[src/rtl/ps2_kd_pkg.sv]
// Shared constants and state types for the PS/2 keyboard front end.
package ps2_kd_pkg;

   localparam int NUM_KEYS = 6;

   localparam logic [7:0] SC_BREAK  = 8'hF0;
   localparam logic [7:0] SC_EXT    = 8'hE0;
   localparam logic [7:0] SC_START  = 8'h1D;
   localparam logic [7:0] SC_DOWN   = 8'h1B;
   localparam logic [7:0] SC_LEFT   = 8'h1C;
   localparam logic [7:0] SC_RIGHT  = 8'h23;
   localparam logic [7:0] SC_ROTATE = 8'h29;
   localparam logic [7:0] SC_DROP   = 8'h5A;

   localparam int KEY_START  = 0;
   localparam int KEY_DOWN   = 1;
   localparam int KEY_LEFT   = 2;
   localparam int KEY_RIGHT  = 3;
   localparam int KEY_ROTATE = 4;
   localparam int KEY_DROP   = 5;

   typedef enum logic {IDLE, RECV} rx_state_t;
   typedef enum logic [1:0] {NORMAL, BRK, EXT, EXT_BRK} dec_state_t;

   // One-hot key vector for a scan code; all zeros for codes the game ignores.
   function automatic logic [NUM_KEYS-1:0] key_onehot(input logic [7:0] code);
      key_onehot = '0;
      case (code)
         SC_START:  key_onehot[KEY_START]  = 1'b1;
         SC_DOWN:   key_onehot[KEY_DOWN]   = 1'b1;
         SC_LEFT:   key_onehot[KEY_LEFT]   = 1'b1;
         SC_RIGHT:  key_onehot[KEY_RIGHT]  = 1'b1;
         SC_ROTATE: key_onehot[KEY_ROTATE] = 1'b1;
         SC_DROP:   key_onehot[KEY_DROP]   = 1'b1;
         default:   key_onehot = '0;
      endcase
   endfunction

endpackage

[src/rtl/ps2_rx_frame.sv]
// PS/2 device-to-host frame receiver: synchronizer, clock filter, 11-bit
// deserializer with start/parity/stop checking and an inactivity timeout.
module ps2_rx_frame
   import ps2_kd_pkg::*;
#(
   parameter int FILTER_LEN     = 8,
   parameter int TIMEOUT_CYCLES = 50000
)(
   input  logic       clk,
   input  logic       reset,
   input  logic       ps2_clk,
   input  logic       ps2_data,
   output logic       rd_data_valid,
   output logic [7:0] rd_data_payload,
   output logic       frame_err
);

   localparam int FW = $clog2(FILTER_LEN + 1);
   localparam int TW = $clog2(TIMEOUT_CYCLES + 1);

   logic          clk_s1, clk_s2, data_s1, data_s2;
   logic          filt_clk;
   logic [FW-1:0] filt_cnt;
   logic          fe;
   rx_state_t     state;
   logic [3:0]    bit_cnt;
   logic [8:0]    shift;
   logic [TW-1:0] to_cnt;

   always_ff @(posedge clk) begin
      if (reset) begin
         clk_s1  <= 1'b1;
         clk_s2  <= 1'b1;
         data_s1 <= 1'b1;
         data_s2 <= 1'b1;
      end else begin
         clk_s1  <= ps2_clk;
         clk_s2  <= clk_s1;
         data_s1 <= ps2_data;
         data_s2 <= data_s1;
      end
   end

   // The filtered clock only follows after FILTER_LEN consecutive differing samples.
   always_ff @(posedge clk) begin
      if (reset) begin
         filt_clk <= 1'b1;
         filt_cnt <= '0;
         fe       <= 1'b0;
      end else begin
         fe <= 1'b0;
         if (clk_s2 == filt_clk) begin
            filt_cnt <= '0;
         end else if (filt_cnt == FW'(FILTER_LEN - 1)) begin
            filt_clk <= clk_s2;
            filt_cnt <= '0;
            fe       <= ~clk_s2;
         end else begin
            filt_cnt <= filt_cnt + 1'b1;
         end
      end
   end

   // Data and parity shift in from the top so the payload lands LSB-aligned.
   always_ff @(posedge clk) begin
      if (reset) begin
         state           <= IDLE;
         bit_cnt         <= '0;
         shift           <= '0;
         to_cnt          <= '0;
         rd_data_valid   <= 1'b0;
         rd_data_payload <= '0;
         frame_err       <= 1'b0;
      end else begin
         rd_data_valid <= 1'b0;
         frame_err     <= 1'b0;
         case (state)
            IDLE: begin
               to_cnt <= '0;
               if (fe) begin
                  if (!data_s2) begin
                     state   <= RECV;
                     bit_cnt <= 4'd1;
                  end else begin
                     frame_err <= 1'b1;
                  end
               end
            end
            RECV: begin
               if (fe) begin
                  to_cnt <= '0;
                  if (bit_cnt == 4'd10) begin
                     state   <= IDLE;
                     bit_cnt <= '0;
                     if (data_s2 && (^shift)) begin
                        rd_data_valid   <= 1'b1;
                        rd_data_payload <= shift[7:0];
                     end else begin
                        frame_err <= 1'b1;
                     end
                  end else begin
                     shift   <= {data_s2, shift[8:1]};
                     bit_cnt <= bit_cnt + 4'd1;
                  end
               end else if (to_cnt == TW'(TIMEOUT_CYCLES - 1)) begin
                  frame_err <= 1'b1;
                  state     <= IDLE;
                  bit_cnt   <= '0;
                  to_cnt    <= '0;
               end else begin
                  to_cnt <= to_cnt + 1'b1;
               end
            end
         endcase
      end
   end

endmodule

[src/rtl/ps2_key_decoder.sv]
// PS/2 keyboard front end for tetris_core: frame receiver plus F0/E0 prefix
// decoder mapping six scan codes to make pulses and held levels.
module ps2_key_decoder
   import ps2_kd_pkg::*;
#(
   parameter int FILTER_LEN     = 8,
   parameter int TIMEOUT_CYCLES = 50000
)(
   input  logic                clk,
   input  logic                reset,
   input  logic                ps2_clk,
   input  logic                ps2_data,
   output logic                rd_data_valid,
   output logic [7:0]          rd_data_payload,
   output logic [NUM_KEYS-1:0] keys_valid,
   output logic [NUM_KEYS-1:0] key_held,
   output logic                frame_err
);

   dec_state_t          dec_state;
   logic [NUM_KEYS-1:0] code_keys;

   ps2_rx_frame #(
      .FILTER_LEN     (FILTER_LEN),
      .TIMEOUT_CYCLES (TIMEOUT_CYCLES)
   ) u_rx (
      .clk             (clk),
      .reset           (reset),
      .ps2_clk         (ps2_clk),
      .ps2_data        (ps2_data),
      .rd_data_valid   (rd_data_valid),
      .rd_data_payload (rd_data_payload),
      .frame_err       (frame_err)
   );

   assign code_keys = key_onehot(rd_data_payload);

   // Extended-prefixed codes are swallowed so keypad keys never alias game keys.
   always_ff @(posedge clk) begin
      if (reset) begin
         dec_state  <= NORMAL;
         keys_valid <= '0;
         key_held   <= '0;
      end else begin
         keys_valid <= '0;
         if (rd_data_valid) begin
            case (dec_state)
               NORMAL: begin
                  if (rd_data_payload == SC_BREAK) begin
                     dec_state <= BRK;
                  end else if (rd_data_payload == SC_EXT) begin
                     dec_state <= EXT;
                  end else begin
                     keys_valid <= code_keys;
                     key_held   <= key_held | code_keys;
                  end
               end
               BRK: begin
                  key_held  <= key_held & ~code_keys;
                  dec_state <= NORMAL;
               end
               EXT: begin
                  if (rd_data_payload == SC_BREAK) begin
                     dec_state <= EXT_BRK;
                  end else begin
                     dec_state <= NORMAL;
                  end
               end
               EXT_BRK: begin
                  dec_state <= NORMAL;
               end
            endcase
         end
      end
   end

endmodule
[config.mk]
export PLATFORM = sky130hd
export DESIGN_NAME = ps2_key_decoder
export DESIGN_NICKNAME = d
export VERILOG_FILES = /design/src/rtl/ps2_kd_pkg.sv /design/src/rtl/ps2_rx_frame.sv /design/src/rtl/ps2_key_decoder.sv
export SDC_FILE = /design/constraint.sdc
export NUM_CORES = 1
export LEC_CHECK = 0
export CAP_MARGIN = 10
export CORE_MARGIN = 5
export CORE_UTILIZATION = 57
export DETAILED_ROUTE_END_ITERATION = 12
export PLACE_DENSITY = 0.79
export SYNTH_ARGS = -nofsm -noshare
export SYNTH_HDL_FRONTEND = slang
export SYNTH_HIERARCHICAL = 1
export SYNTH_SLANG_ARGS = --single-unit
[constraint.sdc]
create_clock -name clk -period 2.4 [get_ports clk]
set_input_delay 0.36 -clock clk [delete_from_list [all_inputs] [get_ports clk]]
set_output_delay 0.36 -clock clk [all_outputs]
set_load 0.01 [all_outputs]
# After elaboration in Yosys (flattened, before gate mapping)
# Cells that the tools add are included.
# W data, S select, Z words.
# word_totals
ff_bits,64
in_bits,4
output_inout_bits,22
elab_cells,103
# classes
add_sub_neg,3
eq_ne,21
n_mux,36
bitwise,11
reduce_logical,15
# op_table
operator,n
$mux W16,2
$pmux W16 S2,1
$eq A8 B5 Y1 const B,3
$mux W4,5
$mux W1,18
$add A16 B1 Y16 const B,1
$eq A16 B16 Y1 const B,1
$eq A8 B6 Y1 const B,2
$eq A8 B8 Y1 const B,2
$mux W6,2
$pmux W6 S2,1
$reduce_xor A9 Y1,1
$add A4 B1 Y4 const B,2
$eq A8 B7 Y1 const B,1
$not A1 Y1,8
$pmux W4 S2,1
$reduce_and A4 Y1,2
$and A6 B6 Y6,1
$mux W2,3
$ne A2 B2 Y1 const B,3
$not A6 Y6,1
$or A6 B6 Y6,1
$pmux W2 S3,1
$reduce_and A3 Y1,2
other kinds (17),21

# Depth between registers and ports, before layout
# depth
depth_word,6
ltp_mapped,7
depth_no_buf,6

# Cells and area by module
# The synthesis kept the hierarchy.
# by_module_without_submodules
module,n_inst,cells_each,area_each_um2,seq_area_each_um2
ps2_rx_frame,1,227,2194.6,1001.0
ps2_key_decoder,1,71,664.4,280.3

# Least setup slack after synthesis
# No wires, ideal clock.
# synth_path
path_type,reg-to-reg
from,reg u_rx.shift[0]
to,reg u_rx.rd_data_payload[0]
setup_time_ps,72
arrival_ps,1713
required_ps,2328
slack_ps,615
stages_incl_launch_ff,5
path_buffers,0
synth_period_minus_slack_ps,1785
path_cell_list,dfxtp_1 xnor3_1 or4_4 mux2i_4 mux2i_1
# synth_between
elab_chain_cells,3
# synth_lines
item,line_no,text
start: declaration,ps2_rx_frame.sv:27,logic [8:0] shift;
start signal: assignment,ps2_rx_frame.sv:102,"shift <= {data_s2, shift[8:1]};"
$reduce_xor A9 Y1,ps2_rx_frame.sv:95,if (data_s2 && (^shift)) begin
$logic_and A1 B1 Y1,ps2_rx_frame.sv:95,
$reduce_and A4 Y1 (no line),n/a,
end signal: assignment,ps2_rx_frame.sv:97,rd_data_payload <= shift[7:0];
end: declaration,ps2_rx_frame.sv:14,"output logic [7:0] rd_data_payload,"
# Parallel ways exist; a longest one is shown, timed or not.
# A chain may end at the register's enable or synchronous reset.

# Worst setup path after layout
# layout_path
from,reg u_rx.to_cnt[14]
to,reg u_rx.to_cnt[8]
# layout_between
elab_chain_cells,4
# layout_lines
item,line_no,text
start: declaration,ps2_rx_frame.sv:28,logic [TW-1:0] to_cnt;
start signal: assignment,ps2_rx_frame.sv:111,to_cnt <= to_cnt + 1'b1;
$eq A16 B16 Y1,ps2_rx_frame.sv:105,end else if (to_cnt == TW'(TIMEOUT_CYCLES - 1)) begin
$mux W16,ps2_rx_frame.sv:105,
$mux W16,ps2_rx_frame.sv:90,if (fe) begin
$pmux W16 S2,ps2_rx_frame.sv:77,case (state)
# No other way between the ends.

==> summary.md <==
| Metric | Value |
|---|---|
| Routed Antenna Nets | 0 |
| Nets@finish | 331 |
| Final Hold Fails | 0 |
| Boundary Pins | 26 |
| # DRC | 0 |
| Syn Inst Count | 298 |
| Dominant synthesized flop cell | dfxtp_1 |
| CP cell instances | nor4bb_1, a41o_1, or3_1, nor2_1 |
| Crit. path cell count | 4 |
| Core box area | approximately 4800 um2 |
| Post-CTS setup buffer count | 0 |
| Vias | 2201 |
| Global route total overflow | 0 |
| Max-Cap Viols | 0 |
| WL final | 5210 um |
| Post-synth EDFFs | 0 |
| Share of Yosys cell area claimed by the top area cell type | 0.448 |
| Worst hold slack | 0.410 ns |
| Reg2reg end | u_rx/to_cnt[8]$_SDFF_PP0_ |
| Fmax | approximately 0.50 GHz |
| Mapped Nets | around 300 |
| Floorplan row count | 25 |
| Final Non-Filler Cells | 395 |
| Clk buf depth | 2 |
| Worst R2R Setup Slack | 0.38 ns |
| Area contributors post-synth | dfxtp_1, mux2i_1, nor2_1 |
| Clock transition at the registers of the reported paths | 0.06 ns |
| Final Power | 2.00 mW |
| Power density over cell area | 597 nW/um2 |
| Slew HR | 0.529 |
| Sink Count | 64 |
| Die area | between 6000 and 7000 um2 |
| Most common cell in the synthesized netlist | dfxtp_1 |
| Hold Path Sink | u_rx/clk_s2$_SDFF_PP1_ |
| Asr flop ratio synth | 0 |
| Clk root buf | clkbuf_8 |
| Final HPWL DP | 3660 um |
| Initial antenna violation count | 0 |
| Hold WC Path Type | reg2reg |
| Ys Warns | 6 |
| Family with the most delay on the worst path | simple AND/OR/NAND/NOR gates |
| Post-synthesis sequential area ratio | 0.448 |
| H-tree levels | 3 |
| Fillers | around 390 |
| CP bufs+invs | 0 |
| IO buf count | 25 |
| Worst Setup End Kind | flip-flop |
| Router iterations before antenna repair | 6 |
| Num CTS Buffers | 9 |
| GR peak layer | met2 |
| P&R area growth vs syn | 17.4% |
| Max FO, Critical Path | 16 |
| Antenna Diode Count | 0 |
| Mean Syn Cell Area | approximately 9.6 um2 |
| Post-cts gate resize count | 0 |
| Starting DRT DRC Count | 126 |
| Met1 GRT Util | 0.228 |
| Hold_sp | u_rx/clk_s1$_SDFF_PP1_ |
| FF+latch count, synth | between 60 and 70 |
| Run status | finished, final reports clean |
| Largest net degree at the start of global routing | 41 |
| Worst EP arrival | 2.21 ns |
| Max Slew Vio Count | 0 |
| Synthesized cell area | 2860 um2 |
| Unrepaired setup endpoints after global routing | no |
| Synth top cells by count | dfxtp_1, nor2_1, nand2b_1 |
| Clk_lat worst skew | 0.33 ns |
| Placed cell count | roughly 380 |
| Count of cell types in the netlist | 56 |
| FF-to-FF path depth | 4 |
| Crit Path Category | reg2reg |
| Final min period | 2.02 ns |
| Layout cells sized above 1 | 0.0915 |
| Setup violations, final | 0 |
| Initial Util | 0.597 |
| WL/cell | 13.2 um |
| Vias in the first global route | 2047 |
| Setup TNS | 0 ns |
| Die Y | 80.8 um |
| RR Startpoint | u_rx/to_cnt[14]$_SDFF_PP0_ |
| RePlAce Congestion | 0.834 |
| DIE WIDTH | 80.8 um |
| Worst Skew | about 0.010 ns |
| Post-CTS Hold Fix Bufs | 0 |
| Worst Hold Depth | 1 |
| Worst EP required | around 2.6 ns |
| CP max stage delay | 0.65 ns |
| Worst-margin pin slew | 0.697 ns |
| Met3 usage | 0.0565 |
| Yosys top cell by area | dfxtp_1 |
| CTS tree | built |
| Fin crit share | 0.840 |
| Crit start category | flip-flop |
| Slowest CP cell | nor4bb_1 |
| GRT met2 Usage | 0.278 |
| First-pass GRT wire length | 9070 um |
| Critical path startpoint | u_rx/to_cnt[14]$_SDFF_PP0_ |
| Via/cell ratio | 5.57 |
| Worst vdd ir | between 0.0004 and 0.0005 V |
| All-layer global routing usage | 0.180 |
| Lkg Pwr | 1.19 nW |
[registers in the layout (all words and copies together) (netlist names), 2 cells and up, named ones only]
signal	cells
u_rx/to_cnt	16
u_rx/shift	9
u_rx/rd_data_payload	8
keys_valid	6
u_rx/bit_cnt	4
u_rx/filt_cnt	4
dec_state	2
[cell type report]
cell class	count	area, um2	share of cell area
clock buffers	13	159	0.0473
clock inverters	3	40.0	0.0119
inverters	9	33.8	0.0101
multi-input cells	211	1490	0.443
flip-flops and latches	64	1280	0.382
well taps	67	83.8	0.0250
repair buffers	28	273	0.0813
[where the power goes]
part | internal, mW | switching, mW | total (mW)
Sequential | 1.07 | 0.00190 | 1.07
Clock | 0.534 | 0.377 | 0.911
Combinational | 0.0134 | 0.0131 | 0.0265
Total | 1.61 | 0.392 | 2.00
[worst max-delay path by stage]
stage / endpoint
2_1_floorplan: u_rx/rd_data_payload[0]$_SDFFE_PP0P_
3_3_place_gp: u_rx/to_cnt[10]$_SDFF_PP0_
3_5_place_dp: u_rx/to_cnt[8]$_SDFF_PP0_
4_1_cts: u_rx/to_cnt[8]$_SDFF_PP0_
5_1_grt: u_rx/to_cnt[11]$_SDFF_PP0_
6_report: u_rx/to_cnt[8]$_SDFF_PP0_
[metal layers]
metal	vias to the layer above	wire, um	share of wire
met3	7	273	0.052
met5	-	0	0
met4	0	87	0.017
li1	1109	-	-
met2	47	2400	0.46
met1	1038	2450	0.47
[kinds of logic after synthesis]
| group | Yosys count | share of synthesized area |
|---|---|---|
| AND/OR/NAND/NOR | 133 | 0.279 |
| flip-flops | 64 | 0.448 |
| AO/OA/AOI/OAI | 36 | 0.0849 |
| buffers and inverters | 23 | 0.0319 |
| XOR/XNOR | 20 | 0.0709 |
| multiplexers | 18 | 0.0674 |
| adder cells (fa/ha/maj) | 4 | 0.0175 |
[worst register-to-register path: cells and delay by family, from the launching register on]
kind | cells | cell delay, ns
DFF | 1 | 0.38
AOI/OAI and AO/OA | 1 | 0.30
and+or+nand+nor | 3 | 1.22
[stage by stage]
stage / setup WS (ns) / utilization / area, um2
3_5_place_dp: 0.445 / 0.660 / 3160
5_1_grt: 0.229 / 0.701 / 3360
4_1_cts: 0.411 / 0.701 / 3360
6_report: 0.384 / 0.701 / 3360
2_1_floorplan: 0.615 / - / 2860
3_3_place_gp: 0.488 / 0.660 / 3160
[placed cells by master (no fill, tap or decap), types with 5 or more instances in the layout]
cell type / synthesis / routed
inv_1: 9 / 9
and3_1: 5 / 5
xnor2_1: 7 / 7
a21oi_1: 7 / 7
o21ai_0: 8 / 8
nand2b_1: 20 / 20
or3_1: 5 / 5
clkbuf_8: 0 / 11
nand2_1: 8 / 8
or2_2: 6 / 6
nand3_1: 7 / 7
nor2_1: 34 / 34
xor2_1: 11 / 11
mux2i_1: 17 / 17
dfxtp_1: 64 / 64
clkdlybuf4s50_1: 0 / 25
nand3b_1: 5 / 5
nor4_1: 5 / 5
nand4_1: 8 / 8
Note: power is estimated with default switching activity, not from simulation.
